<file path="src/rtl/dp_mem_tdp.sv">
// dp_mem_tdp: true dual-port memory with byte-lane writes and a read pipeline.
//
// After every reset an INIT sweep writes zero to each word, one per cycle;
// both ports stay not-ready until the sweep completes. In RUN either port may
// read or write on any cycle.
//
// Ports (x = a | b, identical):
//   clk, rst       rising-edge clock, synchronous active-low reset
//   x_valid        request present
//   x_wr_en        1 = write, 0 = read
//   x_addr         word address (>= MEM_DEPTH: write dropped, read returns 0)
//   x_wr_data      write data
//   x_be           per-lane write enables
//   x_ready        request can be accepted (high only in RUN)
//   x_rdata        read data, held between rvalid pulses
//   x_rvalid       one-cycle strobe per accepted read
//   init_done      clear sweep finished
module dp_mem_tdp #(
    parameter int unsigned MEM_DEPTH  = 16,
    parameter int unsigned MEM_WIDTH  = 32,
    parameter int unsigned ADD_WIDTH  = 4,
    parameter int unsigned LANE_WIDTH = 8,
    parameter int unsigned RD_LATENCY = 1,
    localparam int unsigned NUM_LANES = MEM_WIDTH / LANE_WIDTH
) (
    input  logic                 clk,
    input  logic                 rst,

    input  logic                 a_valid,
    input  logic                 a_wr_en,
    input  logic [ADD_WIDTH-1:0] a_addr,
    input  logic [MEM_WIDTH-1:0] a_wr_data,
    input  logic [NUM_LANES-1:0] a_be,
    output logic                 a_ready,
    output logic [MEM_WIDTH-1:0] a_rdata,
    output logic                 a_rvalid,

    input  logic                 b_valid,
    input  logic                 b_wr_en,
    input  logic [ADD_WIDTH-1:0] b_addr,
    input  logic [MEM_WIDTH-1:0] b_wr_data,
    input  logic [NUM_LANES-1:0] b_be,
    output logic                 b_ready,
    output logic [MEM_WIDTH-1:0] b_rdata,
    output logic                 b_rvalid,

    output logic                 init_done
);

    localparam int unsigned AW1     = ADD_WIDTH + 1;
    localparam int unsigned NPORTS  = 2;

    typedef enum logic {
        ST_INIT = 1'b0,
        ST_RUN  = 1'b1
    } state_t;

    state_t               state_q, state_d;
    logic [ADD_WIDTH-1:0] ptr_q, ptr_d;
    logic                 ready_q;
    logic                 init_done_q;

    logic [MEM_WIDTH-1:0] mem [MEM_DEPTH];

    // Per-port views so both ports share one body of logic; index 0 = A, 1 = B.
    logic [NPORTS-1:0]    p_valid;
    logic [NPORTS-1:0]    p_wr_en;
    logic [ADD_WIDTH-1:0] p_addr   [NPORTS];
    logic [MEM_WIDTH-1:0] p_wdata  [NPORTS];
    logic [NUM_LANES-1:0] p_be     [NPORTS];
    logic [NPORTS-1:0]    p_in_range;
    logic [NPORTS-1:0]    p_rd_acc;
    logic [NPORTS-1:0]    p_wr_acc;
    logic [MEM_WIDTH-1:0] p_rd_word [NPORTS];

    // Read pipeline: stage 0 captures at acceptance, output register follows the last stage.
    logic [RD_LATENCY-1:0] pipe_v [NPORTS];
    logic [MEM_WIDTH-1:0]  pipe_d [NPORTS][RD_LATENCY];
    logic [NPORTS-1:0]     rvalid_q;
    logic [MEM_WIDTH-1:0]  rdata_q [NPORTS];

    assign p_valid    = {b_valid, a_valid};
    assign p_wr_en    = {b_wr_en, a_wr_en};
    assign p_addr[0]  = a_addr;
    assign p_addr[1]  = b_addr;
    assign p_wdata[0] = a_wr_data;
    assign p_wdata[1] = b_wr_data;
    assign p_be[0]    = a_be;
    assign p_be[1]    = b_be;

    // State register and registered status outputs.
    always_ff @(posedge clk) begin
        if (!rst) begin
            state_q     <= ST_INIT;
            ptr_q       <= '0;
            ready_q     <= 1'b0;
            init_done_q <= 1'b0;
        end else begin
            state_q     <= state_d;
            ptr_q       <= ptr_d;
            ready_q     <= (state_d == ST_RUN);
            init_done_q <= (state_d == ST_RUN);
        end
    end

    // Next-state: sweep one word per cycle, then stay in RUN until reset.
    always_comb begin
        state_d = state_q;
        ptr_d   = ptr_q;
        case (state_q)
            ST_INIT: begin
                if (ptr_q == ADD_WIDTH'(MEM_DEPTH - 1)) begin
                    state_d = ST_RUN;
                end else begin
                    ptr_d = ptr_q + 1'b1;
                end
            end
            ST_RUN:  state_d = ST_RUN;
            default: state_d = ST_INIT;
        endcase
    end

    // Request decode and asynchronous array read (pre-write contents).
    always_comb begin
        p_in_range = '0;
        p_rd_acc   = '0;
        p_wr_acc   = '0;
        for (int p = 0; p < NPORTS; p++) begin
            p_rd_word[p]  = '0;
            p_in_range[p] = ({1'b0, p_addr[p]} < AW1'(MEM_DEPTH));
            p_rd_acc[p]   = p_valid[p] && ready_q && !p_wr_en[p];
            p_wr_acc[p]   = p_valid[p] && ready_q && p_wr_en[p] && p_in_range[p];
            if (p_in_range[p]) begin
                p_rd_word[p] = mem[p_addr[p]];
            end
        end
    end

    // Array writes. B is applied before A so A's enabled lanes win a collision.
    always_ff @(posedge clk) begin
        if (rst) begin
            if (state_q == ST_INIT) begin
                mem[ptr_q] <= '0;
            end
            for (int p = NPORTS - 1; p >= 0; p--) begin
                if (p_wr_acc[p]) begin
                    for (int l = 0; l < NUM_LANES; l++) begin
                        if (p_be[p][l]) begin
                            mem[p_addr[p]][l*LANE_WIDTH +: LANE_WIDTH] <=
                                p_wdata[p][l*LANE_WIDTH +: LANE_WIDTH];
                        end
                    end
                end
            end
        end
    end

    // Read pipeline; reset flushes in-flight reads. rdata only moves on a valid beat.
    always_ff @(posedge clk) begin
        if (!rst) begin
            rvalid_q <= '0;
            for (int p = 0; p < NPORTS; p++) begin
                pipe_v[p]  <= '0;
                rdata_q[p] <= '0;
                for (int s = 0; s < RD_LATENCY; s++) begin
                    pipe_d[p][s] <= '0;
                end
            end
        end else begin
            for (int p = 0; p < NPORTS; p++) begin
                pipe_v[p][0] <= p_rd_acc[p];
                pipe_d[p][0] <= p_rd_word[p];
                for (int s = 1; s < RD_LATENCY; s++) begin
                    pipe_v[p][s] <= pipe_v[p][s-1];
                    pipe_d[p][s] <= pipe_d[p][s-1];
                end
                rvalid_q[p] <= pipe_v[p][RD_LATENCY-1];
                if (pipe_v[p][RD_LATENCY-1]) begin
                    rdata_q[p] <= pipe_d[p][RD_LATENCY-1];
                end
            end
        end
    end

    assign a_ready   = ready_q;
    assign b_ready   = ready_q;
    assign a_rdata   = rdata_q[0];
    assign b_rdata   = rdata_q[1];
    assign a_rvalid  = rvalid_q[0];
    assign b_rvalid  = rvalid_q[1];
    assign init_done = init_done_q;

endmodule

</file>
<file path="config.mk">
export PLATFORM = sky130hd
export DESIGN_NAME = dp_mem_tdp
export DESIGN_NICKNAME = d
export VERILOG_FILES = /design/src/rtl/dp_mem_tdp.sv
export SDC_FILE = /design/constraint.sdc
export NUM_CORES = 1
export LEC_CHECK = 0
export CORE_AREA = 3 3 302 304
export CTS_CLUSTER_DIAMETER = 40
export DETAILED_ROUTE_END_ITERATION = 8
export DIE_AREA = 0 0 305 307
export SYNTH_ARGS = -nofsm -noshare
export SYNTH_HDL_FRONTEND = slang
export SYNTH_SLANG_ARGS = --single-unit
export TNS_END_PERCENT = 5
</file>
<file path="constraint.sdc">
create_clock -name clk -period 5.8 [get_ports clk]
set_clock_uncertainty 0.15 [all_clocks]
set_input_delay 1.16 -clock clk [delete_from_list [all_inputs] [get_ports clk]]
set_output_delay 1.16 -clock clk [all_outputs]
set_load 0.01 [all_outputs]
</file>
==> flow_metrics.env, run 1 <==
export IMPL_status="complete, no violations"
export IMPL_setup_viol=0
export IMPL_synthCells=2508
export IMPL_ys_ff_latch=649
export IMPL_clockPowerShare_pct=53.1
export IMPL_viasPerCell=6.11
export IMPL_dr_pass1_iters=7
export IMPL_syn_avg_cell_area_um2=14.1
export IMPL_rows=109
export IMPL_grt_ovfl_total=0
export IMPL_cts_htree_levels=3
export IMPL_synth_cell_types=46
export IMPL_rsz0062_at_grt="no"
export IMPL_rrSetupSlack_ps=1720
export IMPL_clock_sinks=649
export IMPL_p_total_mw=12.7
export IMPL_coreArea_mm2=0.0885
export IMPL_place_ws_ps=881
export IMPL_grt_pass1_vias=24700
export IMPL_synth_nets=2595
export IMPL_routedWlPerCell_um=30.7
export IMPL_die_area_mm2=0.0936
export IMPL_cts_resized=0
export IMPL_routed_wl_um=121000
export IMPL_fin_crit_ps=4410
export IMPL_combPwrFrac_pct=6.4
export IMPL_io_pins=155
export IMPL_power_density_mw_per_mm2=302
export IMPL_p_int_mw=9.69
export IMPL_die_w_um=305
export IMPL_p_sw_share_pct=23.8
export IMPL_initialDrtViolationCount=2767
export IMPL_grt_usage_pct=25.3
export IMPL_insertion_delay_ps=680
export IMPL_synth_edff_count=576
export IMPL_start_util_pct=40.0
export IMPL_vdd_drop_max_uv=238
export IMPL_finalCritPeriodShare_pct=76.0
export IMPL_grt_pass1_wl_um=172000
export IMPL_cp_data_required_time_ps=6040
export IMPL_ant_nets=0
export IMPL_ys_warn_count=0
export IMPL_tritoncts="done"
export IMPL_cts_buffer_depth=3
export IMPL_synthArstFlopShare_pct=0
export IMPL_tightest_slew_ps=1240
export IMPL_numPortBuffers=154
export IMPL_grt_max_degree=91
export IMPL_yosys_area_top_type="edfxtp_1"
export IMPL_power_leakage_nw=16.7
export IMPL_hpwl_um=73900
export IMPL_slew_limit_headroom_pct=16.2
export IMPL_end_kind="flop"
export IMPL_finalWorstSetupSlack_ps=1390
export IMPL_gp_congestion=0.872
export IMPL_pwr_share_seq_pct=40.5
export IMPL_finalSetupTns_ps=0
export IMPL_p_sw_mw=3.02
export IMPL_antenna_found_initial=3
export IMPL_cts_hold_buffers=0
export IMPL_drc_errors=0
export IMPL_hp_class="reg2reg"
export IMPL_yosysSeqAreaShare_pct=53.0
export IMPL_ys_top_cells_by_area="edfxtp_1 49%, mux2_2 17%, mux2i_1 8.7%, mux4_2 5.0%, dfxtp_1 4.1%"
export IMPL_yosys_top_cells_count="576 x edfxtp_1, 545 x mux2_2, 307 x mux2i_1"
export IMPL_hold_viol_final=0
export IMPL_area_growth_pct=19.0
export IMPL_fmax_mhz=227
export IMPL_vias=24000
export IMPL_path_class="in2reg"
export IMPL_cts_buffers=112
export IMPL_postCtsSetupRepairBufs=0
export IMPL_cp_arrival_ps=4650
export IMPL_cp_start_kind="input pin"
export IMPL_final_max_slew_violation_count=0
export IMPL_path_clk_slew_ps=40
export IMPL_cp_max_fo=25
export IMPL_cts_root_buf="clkbuf_16"
export IMPL_syn_area_mm2=0.0354
export IMPL_synth_top_area_share_pct=48.9
export IMPL_synthFlopType="edfxtp_1"
export IMPL_drv_cap=0
export IMPL_fin_nets=2748
export IMPL_die_h_um=307
export IMPL_synth_most_common_cell="edfxtp_1"
export IMPL_drive_gt1_share_pct=36.3
cell families (layout without fill, tap and decap cells):
| kind of cell | count (synthesis) | after routing | share of synthesized area, % |
|---|---|---|---|
| buf+inv | 218 | 471 | 2.99 |
| xor+xnor | 2 | 2 | 0.0495 |
| simple gates | 321 | 321 | 5.10 |
| fa+ha+maj | 1 | 1 | 0.0354 |
| compound gates | 355 | 355 | 6.74 |
| flops | 649 | 649 | 53.0 |
| other cells | 0 | 1 | 0 |
| mux | 962 | 962 | 32.1 |
layer usage:
| metal | GRT usage, % | share of wire, % |
|---|---|---|
| met2 | 40.1 | 46 |
| met3 | 6.71 | 10 |
| met4 | 11.5 | 4.5 |
| met1 | 32.6 | 39 |
| met5 | 0 | 0.017 |
power by group through the flow:
stage	Sequential, mW	Clock (mW)	Combinational, mW
4_1_cts	5.15	6.84	0.799
3_5_place_dp	5.24	0	0.797
2_1_floorplan	5.24	0	0.428
6_report	5.15	6.75	0.810
3_3_place_gp	5.24	0	0.792
5_1_grt	5.16	7.06	0.843
critical path, stage by stage:
cell and delay (ps):
clkdlybuf4s50_1 570, nand4_1 170, nor2_4 860, buf_4 590, mux2i_1 830, o21ai_0 160
buf_4 250
worst paths after layout:
path,start,end,depth (start not counted)
worst max-delay path,b_valid,mem[0][13],7
worst min-delay path,pipe_d[0][49],rdata_q[0][49],1
worst max register to register,init_done,mem[0][13],6
worst min register to register,pipe_d[0][49],rdata_q[0][49],1
registers in the layout, summed over array words and instances, names as in the netlist:
name,flops
init_done,1
mem,512
pipe_d,64
pipe_v,2
ptr_q,4
rdata_q,64
rvalid_q,2
cells in the final DEF, fill, tap and decap left out, drive strengths merged, types with 15 or more instances in the layout:
cell type / netlist / layout
nor3: 19 / 19
clkdlybuf4s50: 0 / 150
a22oi: 159 / 159
mux2: 576 / 576
inv: 3 / 23
nand2b: 17 / 17
o22ai: 20 / 20
mux2i: 307 / 307
and2: 41 / 41
mux4: 79 / 79
edfxtp: 576 / 576
nor2b: 69 / 69
a221oi: 15 / 15
o221ai: 29 / 29
nor2: 26 / 26
nand2: 130 / 130
buf: 93 / 104
clkinv: 0 / 41
clkbuf: 122 / 130
dfxtp: 73 / 73
o21ai: 124 / 124
stage by stage:
step | cells | area [µm²] | util (%) | hold WS, ps
final | 3927 | 42100 | 47.6 | 362
after global routing | 3926 | 42100 | 47.6 | 375
after CTS | 3926 | 42100 | 47.6 | 366
after global placement | 3709 | 38200 | 43.1 | 353
after detailed placement | 3712 | 38200 | 43.2 | 353
after floorplan | 2508 | 35400 | - | 299
final cells by class:
class / count / area (µm²)
antenna: 1 / 2.50
clock buffer: 130 / 3000
clock inverter: 84 / 900
fill: 7644 / 46400
inverter: 3 / 11.3
multi-input combinational: 1641 / 15600
sequential: 649 / 18800
tap: 1165 / 1460
timing repair buffer: 254 / 2340
(Power assumes the default switching activity.)
==> run 2: changes to the inputs <==
==> constraint.sdc (replaced) <==
create_clock -name clk -period 3.9 [get_ports clk]
set_clock_uncertainty 0.15 [all_clocks]
set_input_delay 0.78 -clock clk [delete_from_list [all_inputs] [get_ports clk]]
set_output_delay 0.78 -clock clk [all_outputs]
set_load 0.01 [all_outputs]
==> flow_metrics.env, run 2 (synthesis results as in run 1) <==
export IMPL_fin_nets=2778
export IMPL_final_cell_mix="576 x edfxtp_1, 545 x mux2_2, 307 x mux2i_1, 159 x a22oi_1, 150 x clkdlybuf4s50_1"
export IMPL_utilization_pct=47.9
export IMPL_p_total_mw=18.7
export IMPL_cp_cell_sequence="clkdlybuf4s50_1 > nand2_1 > nor2_1 > nand2_2 > o21ai_0 > buf_4"
export IMPL_start_util_pct=40.0
export IMPL_fmax_mhz=285
export IMPL_seq_area_mm2=0.0188
export IMPL_numPortBuffers=154
export IMPL_postCtsSetupRepairBufs=0
export IMPL_dr_pass1_iters=5
export IMPL_tightest_slew_ps=1460
export IMPL_area_growth_pct=19.9
export IMPL_hp_class="reg2reg"
export IMPL_cts_htree_levels=3
export IMPL_routedWlPerCell_um=30.8
export IMPL_cpLargestDelayFamily="simple AND/OR/NAND/NOR gates"
export IMPL_placed_cell_area_mm2=0.0386
export IMPL_slew_limit_headroom_pct=0.150
export IMPL_grt_pass1_vias=25200
export IMPL_vdd_drop_max_uv=389
export IMPL_grt_ovfl_total=0
export IMPL_hpwl_um=77700
export IMPL_final_max_slew_violation_count=0
export IMPL_path_buf_inv=2
export IMPL_vias=24400
export IMPL_design_area_mm2=0.0424
export IMPL_hold_viol_final=0
export IMPL_setup_viol=0
export IMPL_drv_cap=1
export IMPL_die_w_um=305
export IMPL_coreArea_mm2=0.0885
export IMPL_cts_root_buf="clkbuf_16"
export IMPL_rows=109
export IMPL_cts_resized=0
export IMPL_cp_data_required_time_ps=4110
export IMPL_io_pins=155
export IMPL_path_class="in2reg"
export IMPL_grt_max_degree=63
export IMPL_cts_buffer_depth=3
export IMPL_regMostFlops="mem"
export IMPL_finalWorstSetupSlack_ps=392
export IMPL_nFillCells=7620
export IMPL_insertion_delay_ps=680
export IMPL_routed_wl_um=122000
export IMPL_cp_slowest_cell="nor2_1"
export IMPL_dp_cells=3748
export IMPL_cp_slowest_stage_delay_ps=950
export IMPL_hold_ws_ps=362
export IMPL_initialDrtViolationCount=2643
export IMPL_rsz0062_at_grt="no"
export IMPL_path_clk_slew_ps=50
export IMPL_tritoncts="done"
export IMPL_finalSetupTns_ps=0
export IMPL_place_ws_ps=-147
export IMPL_grt_pass1_wl_um=176000
export IMPL_layout_cells_non_filler=3953
export IMPL_power_density_mw_per_mm2=441
export IMPL_fin_crit_ps=3510
export IMPL_power_leakage_nw=16.9
export IMPL_ant_nets=0
export IMPL_viasPerCell=6.17
export IMPL_die_area_mm2=0.0936
export IMPL_violations="max-capacitance violations"
export IMPL_multiInputGateArea_mm2=0.0156
export IMPL_cp_start_kind="input pin"
export IMPL_gp_congestion=0.873
export IMPL_grt_usage_pct=25.5
export IMPL_final_common_cell="edfxtp_1"
export IMPL_drc_errors=0
export IMPL_cp_arrival_ps=3720
export IMPL_largest_reg_flops=512
export IMPL_status="finished with violations"
export IMPL_cts_hold_buffers=0
export IMPL_end_kind="flop"
export IMPL_drive_gt1_share_pct=37.2
export IMPL_finalCritPeriodShare_pct=89.9
export IMPL_clock_sinks=649
export IMPL_die_h_um=307
export IMPL_largest_registers="mem x512, pipe_d x64, rdata_q x64"
export IMPL_cp_max_fo=10
export IMPL_antenna_found_initial=9
export IMPL_cts_buffers=106
## run 2: cell types whose count changed in the layout (fill, tap and decap cells not counted), sizes merged, moves of 3 or more
cell,previous run,this run
inv,23,35
clkinv,41,26
buf,104,140
clkbuf,130,126
clkinvlp,11,8
## run 2: area by class of cell
class	count	area share, %
Clock buffer	126	6.80
Antenna cell	3	0.0177
Tap cell	1165	3.44
Timing Repair Buffer	290	6.58
Multi-Input combinational cell	1641	36.9
Inverter	3	0.0266
Clock inverter	76	2.05
Sequential cell	649	44.2
## run 2: final timing paths
kind / from / endpoint / slack [ps] / cells past startpoint
max: a_addr[3] / mem[13][29] / 390 / 6
min: pipe_d[0][56] / rdata_q[0][56] / 360 / 1
min reg2reg: pipe_d[0][56] / rdata_q[0][56] / 360 / 1
max reg2reg: init_done / mem[13][29] / 640 / 6
## run 2: power by group
part | switching, mW | internal (mW) | total, mW
clock network | 3.73 | 6.08 | 9.81
registers | 0.0517 | 7.61 | 7.66
logic | 0.773 | 0.458 | 1.23
## run 2: worst register-to-register path: cells and delay by family, from the launching register on
family          cells  cell delay [ps]
simple gates        2              340
compound gates      1              270
buf+inv             2              600
flops               1              430
mux                 1             1210
## run 2: layer usage
layer	share of wire, %	wire length [µm]	vias up	track usage (%)
li1	-	-	10300	-
met1	40	48700	12400	33.8
met2	46	55800	1397	40.4
met3	9.8	12000	308	5.95
met4	4.3	5240	6	10.8
met5	0.033	40	-	0
